--- src/rtl/dispatch4_rr_pkg.sv ---
// Shared constants and target-search helper for the dispatch4_rr round-robin dispatcher.
package dispatch4_rr_pkg;

    localparam int unsigned LANES = 4;
    localparam int unsigned PTR_W = 2;
    localparam int unsigned CNT_W = 8;

    typedef logic [PTR_W-1:0] ptr_t;
    typedef logic [LANES-1:0] lane_mask_t;

    // First non-full lane in rotation order starting at ptr; returns ptr when every lane is full.
    function automatic ptr_t first_free(input ptr_t ptr, input lane_mask_t full);
        ptr_t idx;
        first_free = ptr;
        for (int k = LANES - 1; k >= 0; k--) begin
            idx = ptr + PTR_W'(k);
            if (!full[idx]) begin
                first_free = idx;
            end
        end
    endfunction

endpackage

--- src/rtl/DMux4Way.sv ---
// One-bit 1-to-4 demultiplexer: routes in onto the output selected by sel.
module DMux4Way (
    input  logic       in,
    input  logic [1:0] sel,
    output logic       a,
    output logic       b,
    output logic       c,
    output logic       d
);

    assign a = in & (sel == 2'd0);
    assign b = in & (sel == 2'd1);
    assign c = in & (sel == 2'd2);
    assign d = in & (sel == 2'd3);

endmodule

--- src/rtl/dispatch4_rr.sv ---
// Round-robin dispatcher: one valid/ready word stream onto four one-entry lane buffers.
// DISPATCH4_SKIP_EN: when defined, busy lanes are skipped; otherwise strict rotation.
module dispatch4_rr
    import dispatch4_rr_pkg::*;
#(
    parameter int unsigned WIDTH = 16
) (
    input  logic             clock,
    input  logic             reset,
    input  logic             in_valid,
    output logic             in_ready,
    input  logic [WIDTH-1:0] in_data,
    output logic [LANES-1:0] out_valid,
    input  logic [LANES-1:0] out_ready,
    output logic [WIDTH-1:0] out_data0,
    output logic [WIDTH-1:0] out_data1,
    output logic [WIDTH-1:0] out_data2,
    output logic [WIDTH-1:0] out_data3,
    output logic [PTR_W-1:0] sel,
    output logic [CNT_W-1:0] accept_cnt
);

    logic [LANES-1:0] r_full;
    logic [PTR_W-1:0] r_ptr;
    logic [CNT_W-1:0] r_cnt;
    logic [WIDTH-1:0] r_data [LANES];

    logic [PTR_W-1:0] w_tgt;
    logic             w_ready;
    logic             w_accept;
    logic [LANES-1:0] w_load;
    logic [LANES-1:0] w_drain;

    // Target lane and readiness depend only on registered state, never on in_valid/out_ready.
    always_comb begin
        w_tgt   = r_ptr;
        w_ready = 1'b0;
`ifdef DISPATCH4_SKIP_EN
        w_tgt   = first_free(r_ptr, r_full);
        w_ready = ~&r_full;
`else
        w_ready = ~r_full[r_ptr];
`endif
    end

    assign w_accept = in_valid & w_ready;
    assign w_drain  = r_full & out_ready;

    DMux4Way u_dmux (
        .in  (w_accept),
        .sel (w_tgt),
        .a   (w_load[0]),
        .b   (w_load[1]),
        .c   (w_load[2]),
        .d   (w_load[3])
    );

    // Loads only hit non-full lanes, so a lane never sees load and drain together.
    always_ff @(posedge clock) begin
        if (reset) begin
            r_full <= '0;
            r_ptr  <= '0;
            r_cnt  <= '0;
            for (int i = 0; i < LANES; i++) begin
                r_data[i] <= '0;
            end
        end else begin
            for (int i = 0; i < LANES; i++) begin
                if (w_load[i]) begin
                    r_data[i] <= in_data;
                    r_full[i] <= 1'b1;
                end else if (w_drain[i]) begin
                    r_full[i] <= 1'b0;
                end
            end
            if (|w_load) begin
                r_ptr <= w_tgt + PTR_W'(1);
                r_cnt <= r_cnt + CNT_W'(1);
            end
        end
    end

    assign in_ready   = w_ready;
    assign out_valid  = r_full;
    assign out_data0  = r_data[0];
    assign out_data1  = r_data[1];
    assign out_data2  = r_data[2];
    assign out_data3  = r_data[3];
    assign sel        = r_ptr;
    assign accept_cnt = r_cnt;

endmodule

--- config.mk ---
export PLATFORM = sky130hd
export DESIGN_NAME = dispatch4_rr
export DESIGN_NICKNAME = d
export VERILOG_FILES = /design/src/rtl/dispatch4_rr_pkg.sv /design/src/rtl/DMux4Way.sv /design/src/rtl/dispatch4_rr.sv
export SDC_FILE = /design/constraint.sdc
export NUM_CORES = 1
export LEC_CHECK = 0
export BUFFER_PORTS_ARGS = -buffer_cell sky130_fd_sc_hd__clkbuf_2
export CAP_MARGIN = 20
export CORE_MARGIN = 5
export CORE_UTILIZATION = 40
export CTS_CLUSTER_DIAMETER = 120
export DETAILED_ROUTE_END_ITERATION = 7
export GPL_TIMING_DRIVEN = 0
export MAX_ROUTING_LAYER = met4
export PLACE_DENSITY = 0.65
export SKIP_LAST_GASP = 1
export SLEW_MARGIN = 20
export SYNTH_ARGS = -nofsm -noshare
export SYNTH_HDL_FRONTEND = slang
export SYNTH_SLANG_ARGS = --single-unit
export TNS_END_PERCENT = 100
--- constraint.sdc ---
create_clock -name clock -period 4.85 [get_ports clock]
set_input_delay 0.2425 -clock clock [delete_from_list [all_inputs] [get_ports clock]]
set_output_delay 0.2425 -clock clock [all_outputs]
set_load 0.02 [all_outputs]
# ---- Yosys cells after proc, flatten, opt, wreduce, memory -nomap -nowiden
# Memories as Yosys holds them, arrays and structs flattened.
# Cells that the tools add are included.
dict set report totals {
  regBits 14
  latchBits 0
  ram_bits 64
  romBits 0
  input_bits 23
  output_inout_bits 79
  word_cells 58
  memories 1
}
dict set report classes {
  add_sub_neg 2
  multipliers 0
  div 0
  order_cmp 1
  n_eq_ne 3
  n_shift 0
  muxes 28
  bitwise 11
  reduce_logical 6
}
# memory depth word_bits read_ports rd_ports_with_merged_regs wr line
set memory_table {}
lappend memory_table {r_data 4 16 4 0 4 dispatch4_rr.sv:26} ;# logic [WIDTH-1:0] r_data [LANES];
# cell n
set ops {}
lappend ops {{2-to-1 mux 16 bit} 4}
lappend ops {{2-to-1 mux 1 bit} 23}
lappend ops {{adder 8 x 1 -> 8 bit, second input constant} 1}
lappend ops {{nonzero test 2 bit} 4}
lappend ops {{bitwise AND 1 bit} 5}
lappend ops {{bitwise AND 4 bit} 1}
lappend ops {{== test 2 bit, second input constant} 2}
lappend ops {{OR 1 bit} 4}
lappend ops {{OR reduction 4 bit} 1}
lappend ops {{less-than comparator 2 x 3 -> 1 bit, second input constant} 1}
lappend ops {{adder 2 x 1 -> 2 bit, second input constant} 1}
lappend ops {{binary-select mux 1 bit (select 2 bit)} 1}
lappend ops {{== test 2 x 1 -> 1 bit, second input constant} 1}
lappend ops {{logical NOT 2 bit} 1}
lappend ops {{inverter 1 bit} 1}

# ---- Depth between registers and ports, before layout
dict set report logic_depth {
  word_depth 9
  depth_mapped 7
  depth_no_buf 6
}

# ---- Cells and area by module
# Synthesis repeated with hierarchy kept, for this count alone.
dict set report unflattened {
  cells_unflattened 211
  hier_area_um2 3036.7
}
# mod n_inst cells_per_inst area_each_um2 seq_area_each_um2
set by_module_without_submodules {}
lappend by_module_without_submodules {dispatch4_rr 1 207 2999.1 2202.1}
lappend by_module_without_submodules {DMux4Way 1 4 37.5 0.0}

# ---- Worst setup path after synthesis
# OpenSTA, ideal clock, no wires.
dict set report synth_timing {
  path_type {reg-to-reg}
  startpoint {register r_ptr[0], in the netlist sel[0]}
  endpoint {memory r_data[0][0] (enable)}
  setup_time_ps 367
  arrival_ps 1765
  t_required_ps 4483
  setup_slack_ps 2718
  path_stages_with_launch 4
  n_path_buf 0
  period_less_slack_ps 2132
  path_cell_list {dfxtp_1 > mux2_2 > o22ai_1 > a21o_1}
}
# item line
set synth_lines {}
lappend synth_lines {{start, declared} dispatch4_rr.sv:24} ;# logic [PTR_W-1:0] r_ptr;
lappend synth_lines {{start signal, assigned} dispatch4_rr.sv:77} ;# r_ptr <= w_tgt + PTR_W'(1);
lappend synth_lines {{end, declared} dispatch4_rr.sv:26}

==> impl_metrics.ini <==
[run_status]
outcome = complete, no violations

[sta]
setup_slack_ns = 2.40
rsz0062_at_grt = false
holdWs_ns = 0.185
max_freq_mhz = 407
skew_ns = 0.0101
slew_headroom_pct = 33.1
min_period_ns = 2.45
hold_viol = 0
fin_tns_setup_ns = 0
slew_violations = 0
tightest_slew_ns = 0.994
post-route-period-util_pct = 50.6
setup_violations = 0

[worst_setup_path]
r2r_end = r_data[2][0]$_SDFFCE_PN0P_
cp_cell_sequence = mux2_2 -> o22ai_1 -> a21o_1
r2r_start = sel[0]$_SDFFE_PP0P_
crit_fanout = 16
arrival_ns = 2.43
rrSetupSlack_ns = 2.40
cp_data_required_time_ns = 4.83
worstSetupStartpoint = sel[0]$_SDFFE_PP0P_
cp-end-kind = flip-flop
r2r_cells = 3
crit_path_max_incr_delay_ns = 0.69
cp-endpoint = r_data[2][0]$_SDFFCE_PN0P_
cp_slowest_cell = a21o_1
start_kind = flip-flop
worstSetupPathType = flip-flop to flip-flop

[routing]
drt_iter0_drc = 73
drcViolationCount = 0
avgViaCountPerCell = 4.71
vias = 2076
dr.pass1.iters = 4
wl_per_cell_um = 15.9
ant_nets = 0
wl_um = 7020

[pwr]
powerDensity_nw_per_um2 = 493
vdd.ir_drop.worst_mv = 0.317
p_leak_uw = 0.00179

[finish]
fin_nets = 362
mostFrequentLayoutCells = clkbuf_2, and2_1, edfxtp_1, dfxtp_1
drive_gt1_share_pct = 38.6
num-fill-cells = 669
layout_commonest_cell = clkbuf_2
areaGrowthSynthToFinish_pct = 26.1
instances_no_fill = 441
antenna_cells = 0
final_cell_area_um2 = 4020

[place]
placed_area_um2 = 3820
dp.cells = 425
place.gp.congestion = 0.734
place_hpwl_um = 4990
place.port_buffers = 100
pre_cts_ws_ns = 2.38

[cts]
cts_max_path_buffers = 2
cts_root_buf = clkbuf_8
numCtsBuffers = 9
insertion_delay_ns = 0.35
clk_pin_slew_ns = 0.08
cts_tree = done
cts_max_level = 3
clock-sinks = 78
cts_resized = 0
holdBufCountCts = 0
post_cts_buffers = 0

[flow_run]
maxCapViolCount = 0

[die]
start_util_pct = 41.3
fp.dieW_um = 99.3
io_pins = 102
rows = 32
fp.dieH_um = 99.3
die-area_um2 = 9860
placeableCoreArea_um2 = 7730

[logic_synthesis]
ys_ff_latch = 78
synthesis.area_um2 = 3190
syn-num-nets = 251
ys_types = 31
async_flop_share_pct = 0
syn_inst = 223
synth-edff-count = 64
avgSynthCellArea_um2 = 14.3
yosys_warnings = 0
ys.flop_type = edfxtp_1
yosysSeqAreaShare_pct = 69.1

[global_routing]
overflow = 0
grt_max_degree = 17
grt_pass1_wl_um = 10900
grt_pass1_vias = 2086
grt_usage_pct = 15.0
antenna_found_initial = 0

[worst_hold_path]
hold_path.class = primary input to flip-flop
-- cells in the mapped netlist, types with 2 or more instances --
cell	number	area, µm²
nand2b_1	2	12.5
clkbuf_1	4	15.0
dfxtp_1	14	280
nand3_1	4	20.0
nor3_1	2	10.0
nor2b_1	3	18.8
or3_1	2	12.5
a21o_1	8	60.1
inv_1	2	7.51
o31ai_1	2	15.0
clkbuf_2	4	20.0
nand2_1	2	7.51
nor2_1	9	33.8
and3_1	2	12.5
and2_1	64	400
mux2_2	4	45.0
o21ai_0	4	20.0
edfxtp_1	64	1920
a21oi_1	5	25.0
nor4_1	2	12.5
or4_1	2	15.0
nand4_1	2	12.5
nor3b_4	4	75.1
ha_1	5	62.6
-- critical path: cells and delay by family (launching register included) --
family	cells	cell delay, ns
multiplexers	1	0.41
flip-flops	1	0.49
AO/OA/AOI/OAI	2	1.17
-- area by class of cell --
class                      count  area [µm²]  area share, %
tap                          102         128           3.17
clock inverter                 7        80.1           1.99
timing repair buffer         100         500           12.4
sequential                    78        2200           54.8
buffer                         9        42.5           1.06
clock buffer                   9         124           3.08
multi-input combinational    134         936           23.3
inverter                       2        7.51          0.187
-- metrics by stage --
step | utilization (%) | total power [µW]
final | 52.0 | 1980
after detailed placement | 49.4 | 1500
after floorplan | - | 1300
after CTS | 52.0 | 2000
after global routing | 52.0 | 2090
after global placement | 49.4 | 1500
-- flip-flops by register name (all words and copies together) (netlist names) --
register / flops
r_data: 64
out_valid: 4
accept_cnt: 8
sel: 2
-- per-layer routing --
metal	up-vias	global-route usage (%)	part of all wire (%)
met5	-	-	0
met4	0	5.36	1.0
met3	6	4.07	6.4
met2	72	25.2	51
met1	980	17.4	41
li1	1018	-	-
-- cell families after synthesis --
family,after synthesis,share of synthesized area (%)
compound gates,22,4.75
fa+ha+maj,5,1.96
buf+inv,11,1.57
flops,78,69.1
mux,6,2.20
simple gates,101,20.4
-- worst min-delay path by stage --
stage	start	endpoint	slack, ns	cells after the start
detailed placement	out_valid[0]$_SDFFE_PP0P_	out_valid[0]$_SDFFE_PP0P_	0.46	1
finish	out_ready[1]	out_valid[1]$_SDFFE_PP0P_	0.18	3
floorplan	in_data[0]	r_data[0][0]$_SDFFCE_PN0P_	0.44	1
CTS	out_ready[1]	out_valid[1]$_SDFFE_PP0P_	0.17	3
global placement	out_valid[0]$_SDFFE_PP0P_	out_valid[0]$_SDFFE_PP0P_	0.46	1
global route	out_ready[0]	out_valid[0]$_SDFFE_PP0P_	0.19	3
-- where the power goes --
group          switching, µW  leakage (µW)  internal [µW]
clock network            256      0.000103            246
logic                    374      0.000904            184
registers               57.1      0.000783            866
No activity file was read; power rests on OpenSTA's default activity.
